<file path="src/rtl/cs_sd_pkg.sv">
// Shared constants, state encoding and constant-multiply helpers for the
// soft-decision Chien search bank.
package cs_sd_pkg;

  function automatic int clog2(input int v);
    int r;
    r = 0;
    for (int i = 0; i < 31; i++)
      if ((1 << i) < v) r = i + 1;
    return r;
  endfunction

  function automatic int pow2(input int n);
    return 1 << n;
  endfunction

  // value * alpha^k in GF(2^m); m is taken from the top set bit of prim.
  function automatic logic [31:0] gf_mul_alpha_pow(input logic [31:0] value,
                                                   input int k,
                                                   input logic [31:0] prim);
    int m;
    logic [31:0] v;
    m = 0;
    for (int b = 0; b < 32; b++)
      if (prim[b]) m = b;
    v = value;
    for (int n = 0; n < k; n++) begin
      v = v << 1;
      if (v[m]) v = v ^ prim;
    end
    return v;
  endfunction

  localparam int DEF_GF_LEN   = 10;
  localparam int DEF_CODE_LEN = 1023;
  localparam int DEF_P        = 4;
  localparam int DEF_T        = 3;
  localparam int DEF_SD       = 3;
  localparam int DEF_NUM_TP   = pow2(DEF_SD);
  localparam int DEF_CNT_LEN  = clog2(DEF_T + 2);
  localparam int DEF_POS_LEN  = clog2(DEF_CODE_LEN);
  localparam int DEF_STEPS    = (DEF_CODE_LEN + DEF_P - 1) / DEF_P;

  typedef enum logic [1:0] {S_IDLE, S_RUN, S_DONE} state_t;

endpackage

</file>
<file path="src/rtl/cs_sd_engine.sv">
// One test pattern: locator registers, P lane evaluators with end-of-code
// masking, and a saturating root counter.
module cs_sd_engine
  import cs_sd_pkg::*;
#(
  parameter int GF_LEN    = 10,
  parameter int PRIM_POLY = 'h409,
  parameter int CODE_LEN  = 1023,
  parameter int P         = 4,
  parameter int T         = 3,
  parameter int POS_LEN   = 10,
  parameter int CNT_LEN   = 3
) (
  input  logic                       clk,
  input  logic                       rst_n,
  input  logic                       load,
  input  logic                       clr,
  input  logic                       step,
  input  logic [T:0][GF_LEN-1:0]     coef,
  input  logic [POS_LEN-1:0]         base,
  output logic [P-1:0]               flags,
  output logic [CNT_LEN-1:0]         cnt
);

  logic [T:0][GF_LEN-1:0] r, r_next;
  logic [P-1:0][GF_LEN-1:0] eval;
  logic [CNT_LEN-1:0] cnt_next;

  function automatic logic [GF_LEN-1:0] mul_const(input logic [GF_LEN-1:0] v, input int k);
    logic [31:0] w;
    w = gf_mul_alpha_pow(32'(v), k, 32'(PRIM_POLY));
    return w[GF_LEN-1:0];
  endfunction

  // Each step advances every coefficient by alpha^(j*P) so lane p of the
  // next step sees position base+P+p.
  always_comb begin
    r_next = '0;
    for (int j = 0; j <= T; j++) r_next[j] = mul_const(r[j], j * P);
  end

  always_comb begin
    eval  = '0;
    flags = '0;
    for (int p = 0; p < P; p++) begin
      for (int j = 0; j <= T; j++) eval[p] = eval[p] ^ mul_const(r[j], j * p);
      flags[p] = (eval[p] == '0) && (int'(base) + p < CODE_LEN);
    end
  end

  always_comb begin
    int sum;
    sum = int'(cnt) + $countones(flags);
    cnt_next = (sum > T + 1) ? CNT_LEN'(T + 1) : CNT_LEN'(sum);
  end

  always_ff @(posedge clk or negedge rst_n) begin
    if (!rst_n) begin
      r   <= '0;
      cnt <= '0;
    end else if (load) begin
      r   <= coef;
      cnt <= '0;
    end else if (clr) begin
      cnt <= '0;
    end else if (step) begin
      r   <= r_next;
      cnt <= cnt_next;
    end
  end

endmodule

</file>
<file path="src/rtl/chien_search_sd_seq.sv">
// Sequenced soft-decision Chien search: load/run/done control, step counter,
// per-pattern pass compare and lowest-index pattern selection.
module chien_search_sd_seq
  import cs_sd_pkg::*;
#(
  parameter int GF_LEN         = 10,
  parameter int PRIM_POLY      = 'h409,
  parameter int CODE_LEN       = 1023,
  parameter int PARALLELISM    = 4,
  parameter int HD_CORRECTABLE = 3,
  parameter int SD_CORRECTABLE = 3
) (
  input  logic clk,
  input  logic in_ctr_Arst_n,
  input  logic in_valid,
  output logic out_ready,
  input  logic [pow2(SD_CORRECTABLE)*(HD_CORRECTABLE+1)*GF_LEN-1:0] in_init_coef,
  input  logic [pow2(SD_CORRECTABLE)*clog2(HD_CORRECTABLE+2)-1:0]    in_deg,
  input  logic in_ctr_en,
  input  logic in_ctr_abort,
  output logic [pow2(SD_CORRECTABLE)*PARALLELISM-1:0]                out_equal,
  output logic out_equal_valid,
  output logic [clog2(CODE_LEN)-1:0]                                 out_pos,
  output logic out_done,
  output logic [pow2(SD_CORRECTABLE)*clog2(HD_CORRECTABLE+2)-1:0]    out_errCnt,
  output logic [pow2(SD_CORRECTABLE)-1:0]                            out_pass_mask,
  output logic [SD_CORRECTABLE-1:0]                                  out_sel_idx,
  output logic out_sel_valid
);

  localparam int T         = HD_CORRECTABLE;
  localparam int P         = PARALLELISM;
  localparam int NUM_TP    = pow2(SD_CORRECTABLE);
  localparam int CNT_LEN   = clog2(T + 2);
  localparam int POS_LEN   = clog2(CODE_LEN);
  localparam int STEPS     = (CODE_LEN + P - 1) / P;
  localparam int LAST_BASE = (STEPS - 1) * P;
  localparam int COEF_W    = (T + 1) * GF_LEN;

  state_t state;
  logic [POS_LEN-1:0] base;
  logic [NUM_TP-1:0][CNT_LEN-1:0] deg, cnt;
  logic [NUM_TP-1:0][P-1:0] flags;
  logic [NUM_TP-1:0] pass;
  logic res_vld;
  logic accept, run_abort, step, last;

  assign out_ready = (state == S_IDLE);
  assign accept    = out_ready && in_valid && !in_ctr_abort;
  assign run_abort = (state == S_RUN) && in_ctr_abort;
  assign step      = (state == S_RUN) && in_ctr_en && !in_ctr_abort;
  assign last      = (base == POS_LEN'(LAST_BASE));

  for (genvar i = 0; i < NUM_TP; i++) begin : g_eng
    cs_sd_engine #(
      .GF_LEN(GF_LEN), .PRIM_POLY(PRIM_POLY), .CODE_LEN(CODE_LEN),
      .P(P), .T(T), .POS_LEN(POS_LEN), .CNT_LEN(CNT_LEN)
    ) u_eng (
      .clk   (clk),
      .rst_n (in_ctr_Arst_n),
      .load  (accept),
      .clr   (run_abort),
      .step  (step),
      .coef  (in_init_coef[i*COEF_W +: COEF_W]),
      .base  (base),
      .flags (flags[i]),
      .cnt   (cnt[i])
    );
  end

  always_ff @(posedge clk or negedge in_ctr_Arst_n) begin
    if (!in_ctr_Arst_n) begin
      state           <= S_IDLE;
      base            <= '0;
      deg             <= '0;
      res_vld         <= 1'b0;
      out_done        <= 1'b0;
      out_equal       <= '0;
      out_equal_valid <= 1'b0;
      out_pos         <= '0;
    end else begin
      out_done        <= 1'b0;
      out_equal_valid <= step;
      out_equal       <= step ? flags : '0;
      if (step) out_pos <= base;
      case (state)
        S_IDLE: if (accept) begin
          state   <= S_RUN;
          base    <= '0;
          deg     <= in_deg;
          res_vld <= 1'b0;
        end
        S_RUN: if (in_ctr_abort) begin
          state <= S_IDLE;
        end else if (in_ctr_en) begin
          base <= base + POS_LEN'(P);
          if (last) begin
            state    <= S_DONE;
            out_done <= 1'b1;
            res_vld  <= 1'b1;
          end
        end
        S_DONE:  state <= S_IDLE;
        default: state <= S_IDLE;
      endcase
    end
  end

  // Counts and degrees are frozen after DONE, so results stay stable until reload.
  always_comb begin
    pass = '0;
    for (int i = 0; i < NUM_TP; i++)
      pass[i] = res_vld && (cnt[i] == deg[i]) && (int'(deg[i]) <= T);
  end

  always_comb begin
    out_sel_idx   = '0;
    out_sel_valid = 1'b0;
    for (int i = NUM_TP - 1; i >= 0; i--)
      if (pass[i]) begin
        out_sel_idx   = SD_CORRECTABLE'(i);
        out_sel_valid = 1'b1;
      end
  end

  assign out_errCnt    = cnt;
  assign out_pass_mask = pass;

endmodule

</file>
<file path="config.mk">
export PLATFORM = sky130hd
export DESIGN_NAME = chien_search_sd_seq
export DESIGN_NICKNAME = d
export VERILOG_FILES = /design/src/rtl/cs_sd_pkg.sv /design/src/rtl/cs_sd_engine.sv /design/src/rtl/chien_search_sd_seq.sv
export SDC_FILE = /design/constraint.sdc
export NUM_CORES = 1
export LEC_CHECK = 0
export CORE_MARGIN = 2
export CORE_UTILIZATION = 56
export CTS_BUF_LIST = sky130_fd_sc_hd__clkbuf_16
export DETAILED_ROUTE_END_ITERATION = 10
export PLACE_DENSITY = 0.82
export SETUP_SLACK_MARGIN = 0.2
export SYNTH_ARGS = -nofsm -noshare
export SYNTH_HDL_FRONTEND = slang
export SYNTH_SLANG_ARGS = --single-unit
</file>
<file path="constraint.sdc">
create_clock -name clk -period 4.8 [get_ports clk]
set_input_delay 0.96 -clock clk [delete_from_list [all_inputs] [get_ports clk]]
set_output_delay 0.96 -clock clk [all_outputs]
set_load 0.01 [all_outputs]
</file>
==> summary.txt <==
Status - finished, final reports clean
Setup ws final - 0.4238 ns
Post-synth ARST share - 100.0%
Synth warn - 0
CP required - 5.34 ns
Flop pwr share - 29.6%
Critical path class - reg2reg
Fin. Hold Viols - 0
Multiplexer area fraction after synthesis - 0%
Max Root-Sink Buffers - 3
Gp weighted congestion - 1.010
Setup crit end kind - flop
Max Freq - 0.2285 GHz
Logic pwr share - 52.2%
Hold_ws - 0.3455 ns
Leakage - 14.85 nW
Post-Syn Area per Cell - 9.055 sq um
Initial DRC Count - 2233
Worst Skew - 0.02167 ns
Largest family of logic cells by synthesized area - XOR/XNOR gates
Fin nets - 3822
Final WL - 93780 um
Vert. Die Dim - 233.7 um
Grt ovf - 0
Drc violations - 0
Final Slew Violations - 0
Initial Utilization - 56.45%
Netlist area before placement - 0.02955 sq mm
Max_cap viols - 0
NetSw - 8.768 mW
Multi-input gate area - 0.01755 sq mm
Setup TNS - 0 ns
Sequential share of the synthesized area - 35.66%
Post-Synth XOR/XNOR Area - 34.86%
Clk root buf - clkbuf_16
Area growth syn-to-layout - 20.71%
Worst min path class - in2async
Flops & latches, synth - 421
Worst EP arrival - 4.92 ns
Final period utilization - 91.17%
Vias post-DR - 23780
Final Setup Violations - 0
Die width - 233.7 um
Synth Flop Type - dfrtp_1
Min cycle time layout - 4.376 ns
Compound-Gate Fraction of Synth Area - 8.711%
RSZ-0062 raised after global routing - false
Hold buffer count at cts - 0
Cell Pwr Density - 596.4 mW/mm^2
Share of the synthesized area in the top cell type - 35.66%
Mapped Cells - 3263
Post-Layout Inst Area - 0.03567 sq mm
Clock network power share - 18.2%
Total GRT Usage - 34.38%
Simple-gate share of the synthesized area - 13.51%
Core box area - 0.05234 sq mm
Fin util - 68.14%
Placed inst area - 0.03396 sq mm
Die Area - 0.05461 sq mm
Antenna Nets Post-Route - 0
First-pass GRT wire length - 142900 um
Critical Path Start Type - flop
Adder-Cell Fraction of Synth Area - 2.050%
Pwr Total - 21.27 mW
CTS sink count - 421
Netlist cell types - 52
Worst reg2reg path depth - 13
Yosys top cell by area - dfrtp_1
Int Pwr - 12.50 mW
Num ports - 430
Placed cell count - 4077
Rows - 84
DRT Pass-1 Iters - 5
Top cells by area, synth - dfrtp_1 36%, xnor2_1 26%, xor2_1 8.3%
Final HPWL DP - 68030 um
Vias in the first global route - 23470
Peak VDD IR - 355.4 uV
Number of port buffers - 427
CTS clock-pin slew for the worst setup and hold paths - 0.06 ns
Crit-path max FO - 5
Worst slew margin - 19.23%
Net Sw Frac - 41.22%
EDFF count, synth - 0
Post-Layout Cell Count - 4177
Share of cells above drive strength 1 - 4.689%
Routed len/inst - 22.45 um
Register area - 0.01054 sq mm
H-tree Lvls - 2
Slew @ Worst Pin - 1.202 ns
Fillers - 4180
Initial antenna violation count - 16
Worst-Skew Late Latency - 0.60 ns
Vias/cell - 5.693
CTS tree - done
Pin count of the biggest net entering global routing - 152
CTS Buf Count - 48
Setup Slack @ Placement - 0.2477 ns
critical path, stage by stage, from the launching register on:
cell	delay, ns
dfrtp_1	0.49
xnor2_2	0.20
xnor2_1	0.22
xnor2_1	0.10
or4_1	0.58
or4_4	0.55
nor3_2	0.21
fa_1	0.46
fa_1	0.45
fa_1	0.44
xnor2_1	0.18
nor2_1	0.05
nor3_1	0.23
a22o_1	0.16
flip-flops by register name (all words and copies together) (netlist names):
signal,count
out_done,1
out_equal,32
res_vld,1
g_eng.u_eng.r,320
out_equal_valid,1
g_eng.u_eng.cnt,24
out_pos,8
deg,24
state,2
base,8
cell usage in the layout, fill, tap and decap left out, types with 14 or more instances in the layout:
cell type,netlist,final
fa_1,24,24
xor2_1,279,279
a22oi_1,104,104
clkdlybuf4s50_1,0,426
and2_1,18,18
nand2_1,555,555
nor3_1,26,24
inv_1,15,27
a21oi_1,28,28
a221o_1,136,136
o21ai_0,18,18
clkbuf_16,0,50
dfrtp_1,421,420
xnor2_1,889,886
a22o_1,14,14
buf_4,8,62
nand4_1,47,47
nor4_1,38,38
nor2_1,189,188
cell families after synthesis:
kind of cell	Yosys count
flops	421
fa+ha+maj	34
compound gates	310
xor+xnor	1172
simple gates	933
other cells	1
buf+inv	392
timing repair:
| item | CTS | global route |
|---|---|---|
| resized for setup | 0 | 6 |
| endpoints found under the setup margin | 0 | 2 |
| setup buffers | 0 | 0 |
final timing paths:
| path | endpoint | startpoint | slack, ns |
|---|---|---|---|
| worst max-delay path | g_eng[6].u_eng.cnt[1] | g_eng[6].u_eng.r[29] | 0.42 |
| worst min-delay path | g_eng[0].u_eng.r[14] | in_ctr_Arst_n | 0.35 |
| worst max register to register | g_eng[6].u_eng.cnt[1] | g_eng[6].u_eng.r[29] | 0.42 |
| worst min register to register | deg[11] | deg[11] | 0.47 |
| max in group asynchronous | g_eng[7].u_eng.r[30] | in_ctr_Arst_n | 3.56 |
| min in group clk | deg[11] | deg[11] | 0.47 |
power by group through the flow:
stage	clock network (mW)	registers, mW	logic, mW
2_1_floorplan	0	4.65	9.96
3_3_place_gp	0	6.28	10.9
3_5_place_dp	0	6.29	10.9
4_1_cts	3.93	6.24	11.0
5_1_grt	4.07	6.40	12.1
6_report	3.87	6.30	11.1
cell usage after synthesis (all sizes together) (7+ instances only):
| library cell | instances |
|---|---|
| buf | 41 |
| a22o | 14 |
| inv | 16 |
| nor4b | 7 |
| o21ai | 18 |
| nor2 | 189 |
| nand3b | 7 |
| nor4 | 39 |
| a21oi | 28 |
| nand4 | 47 |
| fa | 24 |
| nand2 | 555 |
| dfrtp | 421 |
| nor3 | 26 |
| ha | 10 |
| xor2 | 281 |
| clkbuf | 335 |
| nand3 | 13 |
| a221o | 136 |
| and2 | 18 |
| xnor2 | 890 |
| a22oi | 104 |
cell type report:
cell class	instances	share of cell area (%)
inverters	16	0.1824
well taps	688	2.414
clock buffers	50	3.508
flip-flops and latches	421	29.54
diodes	13	0.09121
repair buffers	501	13.98
multi-input cells	2451	49.22
clock inverters	37	1.070
metal layers:
metal / routed length [um] / global-route usage (%) / vias to the layer above / part of all wire, %
met3: 8072 / 6.616 / 191 / 8.6
met2: 43400 / 53.82 / 1127 / 46
met4: 3048 / 12.54 / 12 / 3.3
li1: - / - / 10880 / -
met5: 72 / 0 / - / 0.077
met1: 39180 / 47.39 / 11570 / 42
Power figures use the tool's default switching activity.
